<file path="src/rtl/iter_div.sv">
// Iterative restoring radix-2 divider, 32/32 -> {quotient, remainder}.
// One quotient bit per clock; result pulse 32 edges after the joint accept.
//
// state | meaning
// ------+------------------------------------------------------------
// IDLE  | tready high, waiting for divisor and dividend together
// BUSY  | one trial-subtract step per edge, iter_cnt = step index
// DONE  | result registered, m_axis_dout_tvalid high for this cycle
module iter_div #(
  parameter int DIV_SIGNED = 1
) (
  input  logic        clk,
  input  logic        resetn,
  input  logic        flush,
  input  logic        s_axis_divisor_tvalid,
  output logic        s_axis_divisor_tready,
  input  logic [31:0] s_axis_divisor_tdata,
  input  logic        s_axis_dividend_tvalid,
  output logic        s_axis_dividend_tready,
  input  logic [31:0] s_axis_dividend_tdata,
  output logic        m_axis_dout_tvalid,
  output logic [63:0] m_axis_dout_tdata
);

  typedef enum logic [1:0] {IDLE, BUSY, DONE} state_t;

  localparam bit SGN = (DIV_SIGNED != 0);

  state_t      state;
  logic [4:0]  iter_cnt;
  logic [63:0] work;
  logic [31:0] divisor_mag;
  logic [31:0] dividend_raw;
  logic        quot_neg;
  logic        rem_neg;
  logic        div_zero;

  logic        accept;
  logic        dvd_neg;
  logic        dvs_neg;
  logic [31:0] dvd_mag;
  logic [31:0] dvs_mag;
  logic [32:0] top;
  logic        fits;
  logic [31:0] diff;
  logic [63:0] work_next;
  logic [31:0] quot_mag;
  logic [31:0] rem_mag;
  logic [31:0] quot_res;
  logic [31:0] rem_res;
  logic [63:0] result;

  assign s_axis_divisor_tready  = (state == IDLE);
  assign s_axis_dividend_tready = (state == IDLE);

  assign accept = (state == IDLE) && s_axis_divisor_tvalid && s_axis_dividend_tvalid && !flush;

  assign dvd_neg = SGN && s_axis_dividend_tdata[31];
  assign dvs_neg = SGN && s_axis_divisor_tdata[31];
  assign dvd_mag = dvd_neg ? (~s_axis_dividend_tdata + 32'd1) : s_axis_dividend_tdata;
  assign dvs_mag = dvs_neg ? (~s_axis_divisor_tdata + 32'd1) : s_axis_divisor_tdata;

  // The trial compare includes the bit shifted out of the remainder half,
  // so divisors with bit 31 set never lose a remainder bit.
  assign top       = work[63:31];
  assign fits      = (top >= {1'b0, divisor_mag});
  assign diff      = top[31:0] - divisor_mag;
  assign work_next = fits ? {diff, work[30:0], 1'b1} : {work[62:0], 1'b0};

  assign quot_mag = work_next[31:0];
  assign rem_mag  = work_next[63:32];
  assign quot_res = quot_neg ? (~quot_mag + 32'd1) : quot_mag;
  assign rem_res  = rem_neg ? (~rem_mag + 32'd1) : rem_mag;
  assign result   = div_zero ? {32'hFFFF_FFFF, dividend_raw} : {quot_res, rem_res};

  always_ff @(posedge clk or negedge resetn) begin
    if (!resetn) begin
      state              <= IDLE;
      iter_cnt           <= 5'd0;
      work               <= 64'd0;
      divisor_mag        <= 32'd0;
      dividend_raw       <= 32'd0;
      quot_neg           <= 1'b0;
      rem_neg            <= 1'b0;
      div_zero           <= 1'b0;
      m_axis_dout_tvalid <= 1'b0;
      m_axis_dout_tdata  <= 64'd0;
    end else begin
      m_axis_dout_tvalid <= 1'b0;
      case (state)
        IDLE: begin
          iter_cnt <= 5'd0;
          if (accept) begin
            work         <= {32'd0, dvd_mag};
            divisor_mag  <= dvs_mag;
            dividend_raw <= s_axis_dividend_tdata;
            quot_neg     <= dvd_neg ^ dvs_neg;
            rem_neg      <= dvd_neg;
            div_zero     <= (s_axis_divisor_tdata == 32'd0);
            state        <= BUSY;
          end
        end
        BUSY: begin
          if (flush) begin
            state    <= IDLE;
            iter_cnt <= 5'd0;
          end else begin
            work     <= work_next;
            iter_cnt <= iter_cnt + 5'd1;
            if (iter_cnt == 5'd31) begin
              state              <= DONE;
              m_axis_dout_tdata  <= result;
              m_axis_dout_tvalid <= 1'b1;
            end
          end
        end
        DONE: begin
          state    <= IDLE;
          iter_cnt <= 5'd0;
        end
        default: state <= IDLE;
      endcase
    end
  end

endmodule

</file>
<file path="config.mk">
export PLATFORM = sky130hd
export DESIGN_NAME = iter_div
export DESIGN_NICKNAME = d
export VERILOG_FILES = /design/src/rtl/iter_div.sv
export SDC_FILE = /design/constraint.sdc
export NUM_CORES = 1
export LEC_CHECK = 0
export ABC_AREA = 1
export BUFFER_PORTS_ARGS = -buffer_cell sky130_fd_sc_hd__buf_2
export CAP_MARGIN = 15
export CELL_PAD_IN_SITES_DETAIL_PLACEMENT = 0
export CELL_PAD_IN_SITES_GLOBAL_PLACEMENT = 1
export CORE_MARGIN = 2
export CORE_UTILIZATION = 25
export CTS_BUF_LIST = sky130_fd_sc_hd__clkbuf_4 sky130_fd_sc_hd__clkbuf_8
export DETAILED_ROUTE_END_ITERATION = 12
export GPL_ROUTABILITY_DRIVEN = 0
export HOLD_SLACK_MARGIN = 0.03
export PLACE_DENSITY = 0.54
export SETUP_SLACK_MARGIN = 0.3
export SLEW_MARGIN = 5
export SYNTH_ARGS = -nofsm -noshare
export SYNTH_HDL_FRONTEND = slang
export SYNTH_SLANG_ARGS = --single-unit
</file>
<file path="constraint.sdc">
create_clock -name clk -period 5.6 [get_ports clk]
set_input_delay 1.12 -clock clk [delete_from_list [all_inputs] [get_ports clk]]
set_output_delay 1.12 -clock clk [all_outputs]
set_load 0.02 [all_outputs]
</file>
After elaboration in Yosys (flattened, before gate mapping)
Index checks and enable logic that the tools add are counted.

word-level totals
  output and inout bits = 67
  bits of input ports = 69
  word-level logic and storage cells = 60
  register bits = 203

operators by class
  magnitude comparators = 1
  reductions and logical operators = 13
  bitwise operators = 6
  add/sub/neg operators = 6
  eq/ne operators = 6
  muxes and demuxes = 18

operator list
  operator               number
  $mux 64                4
  $add 32x1->32 const B  4
  $mux 32                4
  $not 32->32            4
  $pmux 64 s2            1
  $ge 33x32->1           1
  $logic_not 32->1       1
  $sub 32x32->32         1
  $pmux 5 s2             1
  $mux 2                 3
  $reduce_and 3->1       2
  $add 5x1->5 const B    1
  $eq 5x5->1 const B     1
  $mux 5                 1
  $pmux 2 s2             1
  $reduce_and 2->1       2
  $reduce_bool 2->1      2
  $logic_and 1x1->1      3
  $mux 1                 3
  $ne 3x3->1 const B     1
  $eq 2x1->1 const B     1
  $eq 2x2->1 const B     1
  $logic_not 2->1        1
  $ne 2x1->1 const B     1
  5 further kinds        5

Depth between registers and ports, before layout
  depth in word-level cells = 6
  mapped depth = 29
  depth with buffers taken out = 28

Least setup slack after synthesis
No wires, ideal clock.

  kind = register to register
  from = register work[59]
  to = register m_axis_dout_tdata[62]
  setup time = 119 ps
  arrival time = 3244 ps
  path buffers = 1
  clock period less this slack = 3364 ps
  slack = 2236 ps
  data required time = 5481 ps
  stages on the path, launching flop included = 25
  cell sequence = dfrtp_1 ha_1 a21oi_1 nand2_1 a21oi_2 nand2_2 nor2_8 nand2_4 inv_1 buf_2 ha_1 inv_1 nor3_1 inv_1 nor2_1 nand4_1 nor2_1 nand2_1 nor2_1 nand2_1 nor3_1 nor2_1 xor2_1 o22ai_1 inv_1

between the ends
  cells in the longest elaborated chain, start to end = 6

ends and longest elaborated chain
  element                 line  RTL
  from (decl)             31    logic [63:0] work;
  from (signal assigned)  94    work <= {32'd0, dvd_mag};
  from (signal assigned)  108   work <= work_next;
  $ge 33x32->1            66    assign fits = (top >= {1'b0, divisor_mag});
  $mux 64                 68    assign work_next = fits ? {diff, work[30:0], 1'b1} : {work[62:0], 1'b0};
  $not 32->32             72    assign quot_res = quot_neg ? (~quot_mag + 32'd1) : quot_mag;
  $add 32x1->32           72
  $mux 32                 72
  $mux 64                 74    assign result = div_zero ? {32'hFFFF_FFFF, dividend_raw} : {quot_res, rem_res};
  to (signal assigned)    112   m_axis_dout_tdata <= result;
  to (decl)               22    output logic [63:0] m_axis_dout_tdata

Every way passes these cells.
A chain may end at the register's enable or synchronous reset.

Worst setup path after layout
  from = register divisor_mag[24]
  to = register m_axis_dout_tdata[62]

between the ends
  cells in the longest elaborated chain, start to end = 6

ends and longest elaborated chain
  element                 line  RTL
  from (decl)             32    logic [31:0] divisor_mag;
  from (signal assigned)  95    divisor_mag <= dvs_mag;
  $ge 33x32->1            66
  $mux 64                 68
  $not 32->32             72
  $add 32x1->32           72
  $mux 32                 72
  $mux 64                 74

Every way passes these cells.

==> run_results.csv <==
group,metric,value,unit
yosys,synth-async-reset-ratio,1.00,
die,fp.dieH,243,um
die,die_area,59100,um^2
grt,grt_overflow,0,
yosys,synth_top_area_share,0.354,
clock_tree,cts_tree,"built",
die,ios,136,
clock_tree,root_buffer,"clkbuf_8",
worst_setup_path,crit_cells,26,
clock_tree,post_cts_resized,0,
timing,fmax,239,MHz
yosys,synth.area.top_cells,"dfrtp_1 35%, nand2_1 16%, inv_1 8.1%, o21ai_0 6.5%, nand3_1 4.2%",
timing,min_period_over_period,0.747,
worst_setup_path,r2r_setup_slack,1.41,ns
grt,grt_pass1_vias,14100,
place,dp.cells,2959,
yosys,synth_top_cell_by_area,"dfrtp_1",
clock_tree,cts_buffers,43,
timing,rsz0062_at_grt,"false",
final_layout,drive_above_1_share,0.131,
final_layout,nNetsFinal,2357,
worst_setup_path,cp_slowest_stage_delay,0.38,ns
clock_tree,h-tree-depth,2,
final_layout,num-fill-cells,6350,
yosys,synth_seq_cells,202,
routing,num_vias,14100,
worst_setup_path,crit_start,"divisor_mag[24]",
grt,grt_max_degree,120,
routing,viasPerCell,4.65,
timing,drv_slew,0,
final_layout,multiInputGateArea,7700,um^2
timing,clock_skew,0.0549,ns
clock_tree,cts_buffer_depth,3,
die,rows,87,
final_layout,area_growth,16.4,%
worst_setup_path,cp_top_family,"simple AND/OR/NAND/NOR gates",
routing,wirelength,55600,um
clock_tree,clock_latency,0.65,ns
worst_setup_path,crit_required,6.12,ns
routing,wl_per_cell,18.3,um
yosys,ys_warn_count,0,
timing,worst_pin_slew,1.08,ns
power,pwr-share-clk,0.196,
power,p_int,4.07,mW
final_layout,regArea,5050,um^2
worst_setup_path,critPathKind,"reg2reg",
grt,grt_use_total,0.189,
timing,setup_viol,0,
place,post-dp-hpwl,42700,um
yosys,syn_nets,2236,
routing,drtIter0Drc,856,
place,pre_cts_ws,1.43,ns
final_layout,utilization,0.295,
power,combPwrFrac,0.580,
worst_setup_path,end_kind,"register",
worst_setup_path,cp_slowest_cell,"dfrtp_1",
worst_setup_path,startpoint_type,"register",
power,seqPwrFrac,0.224,
yosys,ys_types,53,
status,status,"completed",
worst_setup_path,path_max_fanout,26,
timing,final_hold_viol_count,0,
yosys,netlist_instances,2128,
power,switching_share,0.527,
timing,max_slew_margin,0.273,
yosys,synth_ff_type,"dfrtp_1",
routing,ant_nets,0,
timing,whs,0.478,ns
grt,grt_pass1_wl,86100,um
job,maxCapViolations,0,
power,p_leak,8.83,nW
place,port_buffers,135,
yosys,syn_area,14300,um^2
clock_tree,clk_pin_slew,0.06,ns
clock_tree,clkSinkCount,202,
worst_setup_path,worstReg2RegStart,"divisor_mag[24]",
die,start_util,0.253,
yosys,synth_edf_count,0,
yosys,avgSynthCellArea,6.72,um^2
yosys,ys_seq_area_frac,0.354,
die,core,56500,um^2
worst_setup_path,cpMostUsedCell,"inv_1",
worst_setup_path,r2r_end,"m_axis_dout_tdata[62]",
power,switching_power,4.54,mW
die,chipWidth,243,um
clock_tree,post_cts_buffers,0,
worst_setup_path,ff2ff_path_depth,26,
clock_tree,hold_buffers,0,
power,peakVddDrop,178,uV
timing,tns,0,ns
power,power_density,517,nW/um^2
final_layout,instances_no_fill,3036,
worst_setup_path,cp-endpoint,"m_axis_dout_tdata[62]",
worst_setup_path,path_buf_inv,7,
worst_setup_path,arrival,4.71,ns
routing,post-route-drc-count,0,
timing,setup_slack,1.41,ns
grt,antenna_found_initial,3,
worst_hold_path,min_path_type,"reg2reg",
routing,drtPass1Iterations,5,
timing,fin_crit,4.19,ns
==> worst min-delay path by stage <==
| stage | start | end | depth (start not counted) |
|---|---|---|---|
| floorplan | dividend_raw[4] | dividend_raw[4] | 2 |
| global placement | dividend_raw[4] | dividend_raw[4] | 2 |
| detailed placement | dividend_raw[6] | dividend_raw[6] | 2 |
| CTS | dividend_raw[6] | dividend_raw[6] | 2 |
| global route | dividend_raw[6] | dividend_raw[6] | 2 |
| finish | dividend_raw[6] | dividend_raw[6] | 2 |
==> layer usage <==
metal  routed length (um)  up-vias  GRT usage
met5                   11        -          0
met2                25400      286      0.305
met1                26600     6647      0.262
met4                 1410        2     0.0567
li1                     -     7110          -
met3                 2250       72     0.0264
==> final cells by class <==
class,count,share of cell area
Antenna cell,3,0.000451
Clock buffer,65,0.0493
Clock inverter,8,0.00414
Inverter,321,0.0724
Multi-Input combinational cell,1528,0.463
Sequential cell,202,0.304
Tap cell,756,0.0569
Timing Repair Buffer,153,0.0505
==> registers in the layout, summed over array words and instances (netlist names) <==
register,flops
state,2
m_axis_dout_tvalid,1
iter_cnt,5
div_zero,1
quot_neg,1
work,64
m_axis_dout_tdata,64
dividend_raw,32
divisor_mag,32
==> power by group through the flow <==
stage	clock network [mW]	logic [mW]	registers, mW
after floorplan	0	3.54	1.86
after global placement	0	5.03	1.95
after detailed placement	0	5.02	1.95
after CTS	1.75	5.04	1.93
after global routing	1.80	5.67	1.96
final	1.68	4.99	1.93
==> cells in the final DEF (no fill, tap or decap), types with 14 or more instances in the layout <==
cell type,Yosys,layout
nor3_1,30,29
o211ai_1,30,30
o22ai_1,30,30
a21oi_1,92,92
o21ai_0,187,187
inv_1,310,309
buf_2,6,134
nand4_1,27,27
dfrtp_1,202,202
xnor2_1,14,14
nor2_1,158,156
buf_4,4,17
nor2_2,14,16
nand2_2,26,27
nand3_1,119,119
xor2_1,53,53
ha_1,38,38
nand2_1,620,619
clkbuf_8,0,53
==> through the flow <==
step                      instance area, um^2  power, mW
after detailed placement                15700       6.97
final                                   16600       8.60
after global placement                  15700       6.98
after global routing                    16600       9.43
after CTS                               16600       8.72
after floorplan                         14300       5.40
==> logic make-up (layout without fill, tap and decap cells) <==
group                    after synthesis  count (layout)  share of synthesized area
other                                  0               3                          0
AO/OA/AOI/OAI                        386             386                      0.151
flip-flops                           202             202                      0.354
XOR/XNOR                              67              67                     0.0410
AND/OR/NAND/NOR                     1036            1036                      0.311
adder cells (fa/ha/maj)               39              39                     0.0347
buffers and inverters                398             547                      0.109
==> Yosys cell counts (38+ instances only) <==
library cell  count
o21ai_0         187
a21oi_1          92
nor2_1          158
clkbuf_1         54
ha_1             38
nand2_1         620
dfrtp_1         202
xor2_1           53
nand3_1         119
inv_1           310
==> worst register-to-register path, delay by kind of cell, from the launching register on <==
| kind | cells | cell delay, ns |
|---|---|---|
| AO/OA/AOI/OAI | 2 | 0.21 |
| XOR/XNOR | 1 | 0.16 |
| AND/OR/NAND/NOR | 14 | 2.21 |
| adder cells (fa/ha/maj) | 2 | 0.47 |
| flip-flops | 1 | 0.38 |
| buffers and inverters | 7 | 0.69 |
Power figures use the tool's default switching activity.
